<file path="config.mk">
export PLATFORM = sky130hd
export DESIGN_NAME = semaforo_pedestre
export DESIGN_NICKNAME = d
export VERILOG_FILES = /design/src/rtl/semaforo_pkg.sv /design/src/rtl/debounce_botao.sv /design/src/rtl/semaforo_pedestre.sv
export SDC_FILE = /design/constraint.sdc
export NUM_CORES = 1
export LEC_CHECK = 0
export ABC_AREA = 1
export ABC_CLOCK_PERIOD_IN_PS = 2800
export BUFFER_PORTS_ARGS = -buffer_cell sky130_fd_sc_hd__buf_2
export CORE_MARGIN = 1
export CORE_UTILIZATION = 40
export CTS_CLUSTER_DIAMETER = 60
export DETAILED_ROUTE_END_ITERATION = 7
export PLACE_DENSITY = 0.55
export SLEW_MARGIN = 5
export SYNTH_ARGS = -nofsm -noshare
export SYNTH_HDL_FRONTEND = slang
export SYNTH_SLANG_ARGS = --single-unit
</file>
<file path="constraint.sdc">
create_clock -name clock -period 2.8 [get_ports clock]
set_clock_uncertainty 0.2 [all_clocks]
set_input_delay 0.56 -clock clock [delete_from_list [all_inputs] [get_ports clock]]
set_output_delay 0.56 -clock clock [all_outputs]
set_load 0.02 [all_outputs]
</file>
<file path="src/rtl/semaforo_pkg.sv">
// Shared definitions for the pedestrian crossing controller: phase encoding,
// vehicle-light codes and the countdown display helper.
package semaforo_pkg;

  typedef enum logic [1:0] {
    PARADO   = 2'd0,
    ESPERA   = 2'd1,
    ANDANDO  = 2'd2,
    PISCANDO = 2'd3
  } fase_t;

  localparam logic [1:0] VERDE    = 2'b00;
  localparam logic [1:0] AMARELO  = 2'b01;
  localparam logic [1:0] VERMELHO = 2'b10;

  localparam int unsigned CNT_W  = 8;
  localparam int unsigned DISP_W = 4;

  // Remaining-cycles display: counter+1, saturated to the 4-bit maximum.
  function automatic logic [DISP_W-1:0] mostrador(input logic [CNT_W-1:0] cnt);
    logic [CNT_W:0] soma;
    soma = (CNT_W+1)'(cnt) + (CNT_W+1)'(1);
    return (soma > (CNT_W+1)'(15)) ? DISP_W'(15) : DISP_W'(soma);
  endfunction

endpackage

</file>
<file path="src/rtl/debounce_botao.sv">
// Push-button conditioning: 2-flop synchronizer, N-sample debounce and a
// one-cycle pulse on each accepted press.
module debounce_botao #(
  parameter int unsigned DEBOUNCE = 4
) (
  input  logic clock,
  input  logic reset,
  input  logic entrada,
  output logic subida
);

  localparam int unsigned DB_W = $clog2(DEBOUNCE + 1);

  logic            sync_a;
  logic            sync_b;
  logic            nivel;
  logic [DB_W-1:0] cnt;

  // A sample equal to the accepted level restarts the run of differing samples.
  always_ff @(posedge clock or negedge reset) begin
    if (!reset) begin
      sync_a <= 1'b0;
      sync_b <= 1'b0;
      nivel  <= 1'b0;
      cnt    <= '0;
      subida <= 1'b0;
    end else begin
      sync_a <= entrada;
      sync_b <= sync_a;
      subida <= 1'b0;
      if (sync_b == nivel) begin
        cnt <= '0;
      end else if (cnt == DB_W'(DEBOUNCE - 1)) begin
        nivel  <= sync_b;
        cnt    <= '0;
        subida <= sync_b;
      end else begin
        cnt <= cnt + DB_W'(1);
      end
    end
  end

endmodule

</file>
<file path="src/rtl/semaforo_pedestre.sv">
// Pedestrian crossing controller: registers a debounced request, asks the
// vehicle light to stop, then runs the walk and flashing phases while red.
module semaforo_pedestre
  import semaforo_pkg::*;
#(
  parameter int unsigned DEBOUNCE   = 4,
  parameter int unsigned WALK_TIME  = 6,
  parameter int unsigned FLASH_TIME = 3,
  parameter int unsigned FLASH_DIV  = 1
) (
  input  logic       clock,
  input  logic       reset,
  input  logic       botao_pedestre,
  input  logic [1:0] estado,
  output logic       botao,
  output logic       aguarde,
  output logic       andar,
  output logic       parar,
  output logic [3:0] contagem
);

  localparam int unsigned DIV_W = $clog2(FLASH_DIV + 1);

  logic             pedido;
  fase_t            fase;
  fase_t            fase_nxt;
  logic [CNT_W-1:0] cnt;
  logic [CNT_W-1:0] cnt_nxt;
  logic [DIV_W-1:0] div;
  logic [DIV_W-1:0] div_nxt;
  logic             parar_nxt;
  logic [1:0]       estado_ant;
  logic             vermelho;
  logic             entrada_vermelho;

  debounce_botao #(
    .DEBOUNCE (DEBOUNCE)
  ) u_debounce (
    .clock   (clock),
    .reset   (reset),
    .entrada (botao_pedestre),
    .subida  (pedido)
  );

  // Code 11 is not red, so it aborts a walk like green or yellow would.
  assign vermelho         = (estado == VERMELHO);
  assign entrada_vermelho = vermelho && (estado_ant != VERMELHO);

  // Walk lamp is gated by the live light so it can never show against traffic.
  assign andar = (fase == ANDANDO) && vermelho;

  always_comb begin
    fase_nxt  = fase;
    cnt_nxt   = cnt;
    div_nxt   = div;
    parar_nxt = parar;
    case (fase)
      PARADO: begin
        parar_nxt = 1'b1;
        cnt_nxt   = '0;
        if (pedido) fase_nxt = ESPERA;
      end
      ESPERA: begin
        if (entrada_vermelho) begin
          fase_nxt  = ANDANDO;
          cnt_nxt   = CNT_W'(WALK_TIME - 1);
          parar_nxt = 1'b0;
        end
      end
      ANDANDO: begin
        if (!vermelho) begin
          fase_nxt  = PARADO;
          cnt_nxt   = '0;
          parar_nxt = 1'b1;
        end else if (cnt == '0) begin
          fase_nxt  = PISCANDO;
          cnt_nxt   = CNT_W'(FLASH_TIME - 1);
          div_nxt   = DIV_W'(FLASH_DIV - 1);
          parar_nxt = 1'b1;
        end else begin
          cnt_nxt = cnt - CNT_W'(1);
        end
      end
      PISCANDO: begin
        if (!vermelho || cnt == '0) begin
          fase_nxt  = PARADO;
          cnt_nxt   = '0;
          div_nxt   = '0;
          parar_nxt = 1'b1;
        end else begin
          cnt_nxt = cnt - CNT_W'(1);
          if (div == '0) begin
            parar_nxt = ~parar;
            div_nxt   = DIV_W'(FLASH_DIV - 1);
          end else begin
            div_nxt = div - DIV_W'(1);
          end
        end
      end
      default: fase_nxt = PARADO;
    endcase
  end

  always_ff @(posedge clock or negedge reset) begin
    if (!reset) begin
      fase       <= PARADO;
      cnt        <= '0;
      div        <= '0;
      estado_ant <= VERMELHO;
      botao      <= 1'b0;
      aguarde    <= 1'b0;
      parar      <= 1'b1;
      contagem   <= '0;
    end else begin
      fase       <= fase_nxt;
      cnt        <= cnt_nxt;
      div        <= div_nxt;
      estado_ant <= estado;
      botao      <= (fase == ESPERA) && (estado == VERDE);
      aguarde    <= (fase_nxt == ESPERA);
      parar      <= parar_nxt;
      contagem   <= (fase_nxt == ANDANDO || fase_nxt == PISCANDO) ? mostrador(cnt_nxt) : '0;
    end
  end

endmodule

</file>
-- Word level (Yosys, flattened, before mapping)
Index checks and enable logic that the tools add are counted.
- reductions and logical operators: 13
- eq/ne operators: 15
- add/sub/neg operators: 4
- $lt $le $gt $ge: 1
- bitwise gates (word level): 2
- mux-type cells: 28
- operators by type and width (kind ; count):
    two-way mux 8 bit ; 4
    one-hot mux 8 bit (4 select lines) ; 1
    two-way mux 1 bit ; 11
    equality test 2 bit, second input constant ; 5
    two-way mux 2 bit ; 5
    adder 8 x 1 -> 9 bit, second input constant ; 1
    greater-than comparator 9 x 4 -> 1 bit, second input constant ; 1
    logical NOT 8 bit ; 1
    two-way mux 4 bit ; 2
    one-hot mux 2 bit (4 select lines) ; 1
    subtractor 8 x 1 -> 8 bit, second input constant ; 1
    two-way mux 3 bit ; 2
    inequality test 2 bit, second input constant ; 3
    AND reduction 3 bit ; 2
    equality test 2 x 1 -> 1 bit, second input constant ; 2
    logical NOT 2 bit ; 2
    one-hot mux 1 bit (4 select lines) ; 1
    adder 3 x 1 -> 3 bit, second input constant ; 1
    equality test 3 x 2 -> 1 bit, second input constant ; 1
    logical AND 1 bit ; 3
    inequality test 3 x 2 -> 1 bit, second input constant ; 1
    inequality test 3 bit, second input constant ; 1
    logical OR 1 bit ; 2
    inequality test 2 x 1 -> 1 bit, second input constant ; 1
    7 further kinds ; 8
- register bits after elaboration: 27
- bits of input ports: 5
- output and inout bits: 8

-- Logic depth before layout (Yosys ltp)
Gate-level depths: netlist of the first run.
- depth in word-level cells: 9
- mapped depth: 17

-- Cells and area by module
From an unflattened synthesis of the first run, not the netlist that was laid out.
- cells, all modules: 194
- area total of the unflattened synthesis: 1545.2 µm²
- modules (own cells, without submodules) (module ; cells an instance ; sequential area each (µm²) ; area each (µm²) ; times used):
    semaforo_pedestre ; 167 ; 478.0 ; 1280.0 ; 1
    debounce_botao ; 27 ; 175.2 ; 265.3 ; 1

-- Worst setup path before layout of the first run
OpenSTA, ideal clock, no wires.
- path kind: input to register
- start: input port estado[1]
- end: register contagem[0]
- data arrival time: 1998 ps
- stages: 16
- path slack: 486 ps
- library setup time: 116 ps
- cell sequence: inv_2 -> nor2_4 -> nand2_4 -> nor2_4 -> nand2_1 -> nand2_1 -> nand2_1 -> nand2_2 -> ha_1 -> nand3_2 -> nand2_1 -> nand3_1 -> nor2_2 -> nand3_2 -> nor2_1 -> nor2_1
- longest elaborated chain between the ends: 9
- elaborated cells between the ends (all ways): 19
- those cells by class: 1 x add/sub; 1 x order compare; 3 x eq/ne; 10 x mux; 4 x reduce/logical
- RTL lines (element ; RTL line ; text):
    start, declared ; semaforo_pedestre.sv:14 ; input logic [1:0] estado,
    equality test 2 bit (*) ; semaforo_pedestre.sv:46 ; assign vermelho = (estado == VERMELHO);
    logical NOT 1 bit ; semaforo_pedestre.sv:85 ; if (!vermelho || cnt == '0) begin
    logical OR 1 bit ; semaforo_pedestre.sv:85 ;
    two-way mux 8 bit ; semaforo_pedestre.sv:85 ;
    one-hot mux 8 bit (4 select lines) (*) ; semaforo_pedestre.sv:57 ; case (fase)
    via cnt_nxt[1] ; semaforo_pedestre.sv:28 ; logic [CNT_W-1:0] cnt_nxt;
    adder 8 x 1 -> 9 bit (*) ; semaforo_pkg.sv:22 ; soma = (CNT_W+1)'(cnt) + (CNT_W+1)'(1);
    greater-than comparator 9 x 4 -> 1 bit (*) ; semaforo_pkg.sv:23 ; return (soma > (CNT_W+1)'(15)) ? DISP_W'(15) : DISP_W'(soma);
    two-way mux 4 bit (*) ; semaforo_pkg.sv:23 ;
    two-way mux 4 bit (*) ; semaforo_pedestre.sv:122 ; contagem <= (fase_nxt == ANDANDO || fase_nxt == PISCANDO) ? mostrador(cnt_nxt) : '0;
    end signal, assigned ; semaforo_pedestre.sv:122 ;
    end, declared ; semaforo_pedestre.sv:19 ; output logic [3:0] contagem
The timed path passes the listed nets; every way through them passes the cells marked *.
A chain may end at the register's enable or synchronous reset.

-- Worst setup path in the final report of the first run
- start: register cnt[0]
- end: register contagem[0]
- longest elaborated chain between the ends: 8
- elaborated cells between the ends (all ways): 19
- those cells by class: 2 x add/sub; 1 x order compare; 2 x eq/ne; 11 x mux; 3 x reduce/logical
- RTL lines (element ; RTL line ; text):
    start, declared ; semaforo_pedestre.sv:27 ; logic [CNT_W-1:0] cnt;
    start signal, assigned ; semaforo_pedestre.sv:116 ; cnt <= cnt_nxt;
    subtractor 8 x 1 -> 8 bit or logical NOT 8 bit (tied branches) ; n/a ;
    two-way mux 8 bit or logical OR 1 bit (tied branches) ; semaforo_pedestre.sv:75, semaforo_pedestre.sv:85 ;
    two-way mux 8 bit, on equally long branches ; semaforo_pedestre.sv:71, semaforo_pedestre.sv:85 ;
    one-hot mux 8 bit (4 select lines) (*) ; semaforo_pedestre.sv:57 ;
    via cnt_nxt[1] ; semaforo_pedestre.sv:28 ;
    adder 8 x 1 -> 9 bit (*) ; semaforo_pkg.sv:22 ;
    greater-than comparator 9 x 4 -> 1 bit (*) ; semaforo_pkg.sv:23 ;
    two-way mux 4 bit (*) ; semaforo_pkg.sv:23 ;
    two-way mux 4 bit (*) ; semaforo_pedestre.sv:122 ;
Marks and branches as above.

==> results.cfg, run 1 <==
[pwr]
p_int_w = 0.000654
power_switching_w = 0.000308
p_sw_frac = 0.320
p_per_area_nw_per_um2 = 596
power_frac_comb = 0.259
ir_worst_vdd_uv = 279
clockPowerShare = 0.266
power_frac_seq = 0.474
p_leak_nw = 0.898

[synthesis]
syn_inst = 182
synth-xor-area-share = 0.0243
synth_area_um2 = 1440
synth.area.mux_share = 0
ys_seq_area_frac = 0.453
yosysUniqueCellTypes = 23
synth_top_area_share = 0.417
syn_nets = 191
synth_compound_area_frac = 0.0313
synth-seq-cells = 26
synth-adder-area-share = 0.0347
synth_area_leaders = dfrtp_1 42%, nand2_1 12%, nand3_1 6.6%
synth_top_family_by_area = simple AND/OR/NAND/NOR gates
synth_warnings = 0
synth.avg_cell_area_um2 = 7.92
yosys.area.top_type = dfrtp_1
yosys.area_share.simple = 0.375

[critical_path]
crit_path_start_kind = flop
r2r_slack_ns = 0.24
cpMostUsedCell = nand3_1
cp_cell_sequence = inv_1, ha_2, nand3_1, nor2_2, o21ai_0, nand2_1, nand2_2, ha_1, nand2_1, inv_1, nand3_1, nand3_1, nor2_2, nand3_2, nor2_1, nor2_1
crit_path_top_delay_cell = dfrtp_1
max_stage_delay_ns = 0.39
crit_buf_inv = 2
worstReg2RegStart = cnt[0]
criticalPathCategory = reg -> reg
reg2reg_to = contagem[0]
crit_required_ns = 2.82
cp-end-kind = flop
crit_fanout = 5
reg2reg_depth = 16
cp_top_family = simple AND/OR/NAND/NOR gates
arrival_ns = 2.58

[floorplanning]
die_area_um2 = 3850
rows = 21
die_h_um = 62.0
core_um2 = 3390
die_x_um = 62.0
start_util = 0.425
ios = 13

[cts]
clock-sinks = 26
h-tree-depth = 1
cts_buffer_depth = 2
cts_tree = done
clk_pin_slew_worst_paths_ns = 0.15
clock_latency_ns = 0.32
hold_buffers = 0
cts_buffers = 3
cts-resized-gates = 0
postCtsSetupRepairBufs = 0
root_buffer = clkbuf_4

[sta]
finalSetupViolations = 0
fin_crit_ns = 2.56
post-route-period-util = 0.913
finalHoldViolCount = 0
worstMarginPinSlew_ns = 0.586
holdWs_ns = 0.0171
maxSlewHeadroom = 0.610
slew_viol_final = 0
rsz0062_at_grt = false
tns_ns = 0
max_freq_mhz = 391

[global_route]
grt_pass1_wl_um = 4620
grt_usage = 0.166
antenna_found_initial = 0
grt_pass1_vias = 1073
grt_max_degree = 27
overflow = 0

[layout]
drive_gt1_frac = 0.222
postLayoutCellArea_um2 = 1610
areaGrowthSynthToFinish_pct = 12.0
fill_cells = 330
mostFrequentLayoutCells = 45 x nand2_1, 25 x inv_1, 24 x dfrtp_1, 21 x nor2_1, 19 x nand3_1
seq_area_um2 = 653
nets = 208
final_common_cell = nand2_1
diodes = 0
multi_input_area_um2 = 673

[flow_run]
cap_viol_max_count = 0

[run_status]
run_status = finished clean

[hold_path]
min_path_type = in -> async

[placement]
place_area_um2 = 1560
place.gp.congestion = 0.813
io_buffer_count = 12
hpwl_um = 2080

[drt]
wl_um = 2680
ant_nets = 0
dr.pass1.iters = 4
drc = 0
vias = 1137
post_drt_wl_per_cell_um = 11.0
drt_iter0_markers = 37
vias_per_cell = 4.66
## kinds of logic (layout without fill, tap and decap cells)
| logic type | after synthesis | after routing |
|---|---|---|
| simple gates | 110 | 110 |
| buf+inv | 30 | 46 |
| flops | 26 | 26 |
| compound gates | 8 | 8 |
| fa+ha+maj | 4 | 4 |
| xor+xnor | 4 | 4 |
## worst max-delay path by stage
stage	start	endpoint	depth (start not counted)	slack [ns]
CTS	cnt[0]	contagem[1]	16	0.21
global placement	estado[0]	contagem[0]	16	0.26
floorplan	estado[1]	contagem[0]	16	0.49
detailed placement	estado[0]	contagem[0]	16	0.21
global route	cnt[0]	contagem[0]	17	0.008
finish	cnt[0]	contagem[0]	16	0.24
## power by group through the flow
stage / clock network [W] / registers, W / logic [W]
2_1_floorplan: 0 / 0.000476 / 0.000176
3_3_place_gp: 0 / 0.000463 / 0.000252
3_5_place_dp: 0 / 0.000464 / 0.000250
4_1_cts: 0.000267 / 0.000457 / 0.000252
5_1_grt: 0.000279 / 0.000464 / 0.000286
6_report: 0.000256 / 0.000456 / 0.000249
## flip-flops by register name, indices dropped and copies added, names as in the netlist
register / cells
u_debounce.subida: 1
u_debounce.sync_b: 1
u_debounce.cnt: 3
aguarde: 1
u_debounce.sync_a: 1
fase: 2
contagem: 4
u_debounce.nivel: 1
cnt: 8
estado_ant: 2
parar: 1
botao: 1
## cells in the mapped netlist
master,number
nand3_2,4
a31oi_1,1
nand3_1,19
inv_1,25
dfrtp_1,24
nand2_2,6
xnor2_1,1
clkinv_1,1
nor2_2,4
nor2_1,21
inv_2,3
dfstp_2,2
o21ai_2,1
o21ai_0,4
nor3_1,3
clkinv_4,1
nand2_4,3
nor2_4,3
ha_1,4
a21oi_1,2
xor2_1,3
nand2_1,45
nand4_1,2
## metal layers
layer | wire [um] | track usage
met4 | 46 | 0.0381
met5 | 0 | 0
met2 | 1270 | 0.293
met1 | 1310 | 0.217
met3 | 58 | 0.0186
## per-stage QoR
stage	instances	util	power [W]	worst slack, ns
after global placement	240	0.460	0.000715	0.260
after global routing	244	0.476	0.00103	0.00757
after floorplan	182	-	0.000652	0.486
after CTS	244	0.475	0.000976	0.212
after detailed placement	240	0.460	0.000715	0.215
final	244	0.476	0.000962	0.243
## area by class of cell
class,instances,share of cell area
clock buffers,3,0.0140
flip-flops and latches,26,0.405
inverters,30,0.0729
multi-input cells,126,0.417
repair buffers,12,0.0372
clock inverters,1,0.0186
well taps,46,0.0357
No activity file was read; power rests on OpenSTA's default activity.
==> run 2, diff against run 1 <==
- BUFFER_PORTS_ARGS: -buffer_cell sky130_fd_sc_hd__buf_2 -> -buffer_cell sky130_fd_sc_hd__buf_4
==> run 2 against run 1 <==
- sequential share of layout area down 0.98 points
- final cell count up 0.41%
- total power up 1.2%
- worst hold slack better by 0.12 ns
- flip-flop and latch count unchanged
- register-to-register slack better by 0.08 ns
- largest cell class unchanged
- worst setup slack better by 0.085 ns
- global-route usage up 1.2 points
- combinational power up 5%
- critical path type unchanged
==> results.cfg, run 2 (same netlist as run 1, synthesis figures left out) <==
[run_status]
run_status = finished clean

[layout]
diodes = 0
mostFrequentLayoutCells = 45 x nand2_1, 25 x inv_1, 24 x dfrtp_1, 21 x nor2_1, 19 x nand3_1
reg_top3 = cnt (8), contagem (4), u_debounce.cnt (3)
largest_register = cnt
drive_gt1_frac = 0.221
final_common_cell = nand2_1
multi_input_area_um2 = 673
instances_no_fill = 245
seq_area_um2 = 653
fill_cells = 333
nets = 209
largest_register_ffs = 8
final_util = 0.488
areaGrowthSynthToFinish_pct = 14.8

[cts]
cts_tree = done
postCtsSetupRepairBufs = 0
cts_buffer_depth = 2
h-tree-depth = 1
root_buffer = clkbuf_4
clock_latency_ns = 0.31
clock-sinks = 26
clk_pin_slew_worst_paths_ns = 0.14
cts_buffers = 3

[floorplanning]
rows = 21
core_um2 = 3390
die_h_um = 62.0
ios = 13
start_util = 0.425
die_x_um = 62.0
die_area_um2 = 3850

[global_route]
overflow = 0
grt_pass1_vias = 1154
antenna_found_initial = 0
grt_usage = 0.177
grt_pass1_wl_um = 4950
grt_max_degree = 27

[critical_path]
crit_path_top_delay_cell = dfrtp_1
critical_path.startpoint = cnt[0]
criticalPathCategory = reg -> reg
arrival_ns = 2.50
reg2reg_to = contagem[1]
reg2reg_depth = 16
crit_path_start_kind = flop
worstReg2RegStart = cnt[0]
crit_required_ns = 2.83
cp_top_family = simple AND/OR/NAND/NOR gates
cp-end-kind = flop
r2r_slack_ns = 0.33
cp_cell_sequence = inv_1, ha_2, inv_1, nor2_1, nand2_2, nand3_1, nand2_1, ha_1, nand2_1, inv_1, nand3_1, nand3_1, nor2_2, nand3_2, nor2_1, nor2_1
crit_buf_inv = 3
crit_fanout = 5
max_stage_delay_ns = 0.38

[drt]
drt_iter0_markers = 60
drc = 0
vias = 1156
ant_nets = 0
dr.pass1.iters = 4
wl_um = 2810
vias_per_cell = 4.72
post_drt_wl_per_cell_um = 11.5

[sta]
maxSlewHeadroom = 0.782
finalHoldViolCount = 0
tns_ns = 0
finalSetupViolations = 0
worstMarginPinSlew_ns = 0.327
fin_ws_ns = 0.328
holdWs_ns = 0.138
slew_viol_final = 0
fin_crit_ns = 2.47
max_freq_mhz = 404
post-route-period-util = 0.883
rsz0062_at_grt = false

[pwr]
clockPowerShare = 0.261
power_switching_w = 0.000309
power_frac_seq = 0.470
p_sw_frac = 0.318
p_leak_nw = 0.907
p_int_w = 0.000664
power_frac_comb = 0.269
p_per_area_nw_per_um2 = 589
ir_worst_vdd_uv = 276

[placement]
dp_slack_ns = 0.202
hpwl_um = 2210
place.gp.congestion = 0.826
placed_cells = 240
io_buffer_count = 12

[hold_path]
min_path_type = in -> reg
hold_path_depth = 1
hold_start = botao_pedestre
min_to = u_debounce.sync_a

[flow_run]
cap_viol_max_count = 0
==> run 2: layer usage <==
metal	up-vias	global-route usage	share of wire
li1	596	-	-
met1	539	0.228	0.45
met2	19	0.304	0.50
met3	2	0.0228	0.037
met4	0	0.0635	0.0068
met5	-	0	0
==> run 2: worst max path at each step <==
stage,end,slack (ns),depth (start not counted)
detailed placement,contagem[0],0.20,16
global route,contagem[0],0.04,16
CTS,contagem[1],0.29,16
global placement,contagem[0],0.27,16
floorplan,contagem[0],0.49,16
finish,contagem[1],0.33,16
==> run 2: area by class of cell <==
class                      count  share of cell area
clock inverter                 1              0.0182
multi-input combinational    126               0.407
clock buffer                   3              0.0136
tap                           46              0.0348
sequential                    26               0.395
timing repair buffer          13              0.0605
inverter                      30              0.0711
==> run 2: worst register-to-register path: stages, from the launching register on <==
cell     delay, ns
dfrtp_1       0.38
inv_1         0.12
ha_2          0.24
inv_1         0.06
nor2_1        0.13
nand2_2       0.11
nand3_1       0.09
nand2_1       0.11
ha_1          0.25
nand2_1       0.12
inv_1         0.05
nand3_1       0.06
nand3_1       0.08
nor2_2        0.15
nand3_2       0.09
nor2_1        0.09
nor2_1        0.04
==> run 2: metrics by stage <==
stage	instance area, um^2	power [W]
final	1650	0.000974
after global routing	1650	0.00104
after CTS	1650	0.000993
after floorplan	1440	0.000652
after detailed placement	1590	0.000728
after global placement	1590	0.000722
==> run 2: power by group through the flow <==
stage	registers [W]	clock network [W]	logic, W
2_1_floorplan	0.000476	0	0.000176
3_3_place_gp	0.000463	0	0.000259
3_5_place_dp	0.000465	0	0.000263
4_1_cts	0.000458	0.000269	0.000265
5_1_grt	0.000466	0.000278	0.000301
6_report	0.000458	0.000254	0.000262
==> run 2: repair_timing <==
action	CTS	global route
endpoints found under the hold margin	24	0
resized for setup	0	1
setup endpoints to repair	0	2
hold buffers	1	0
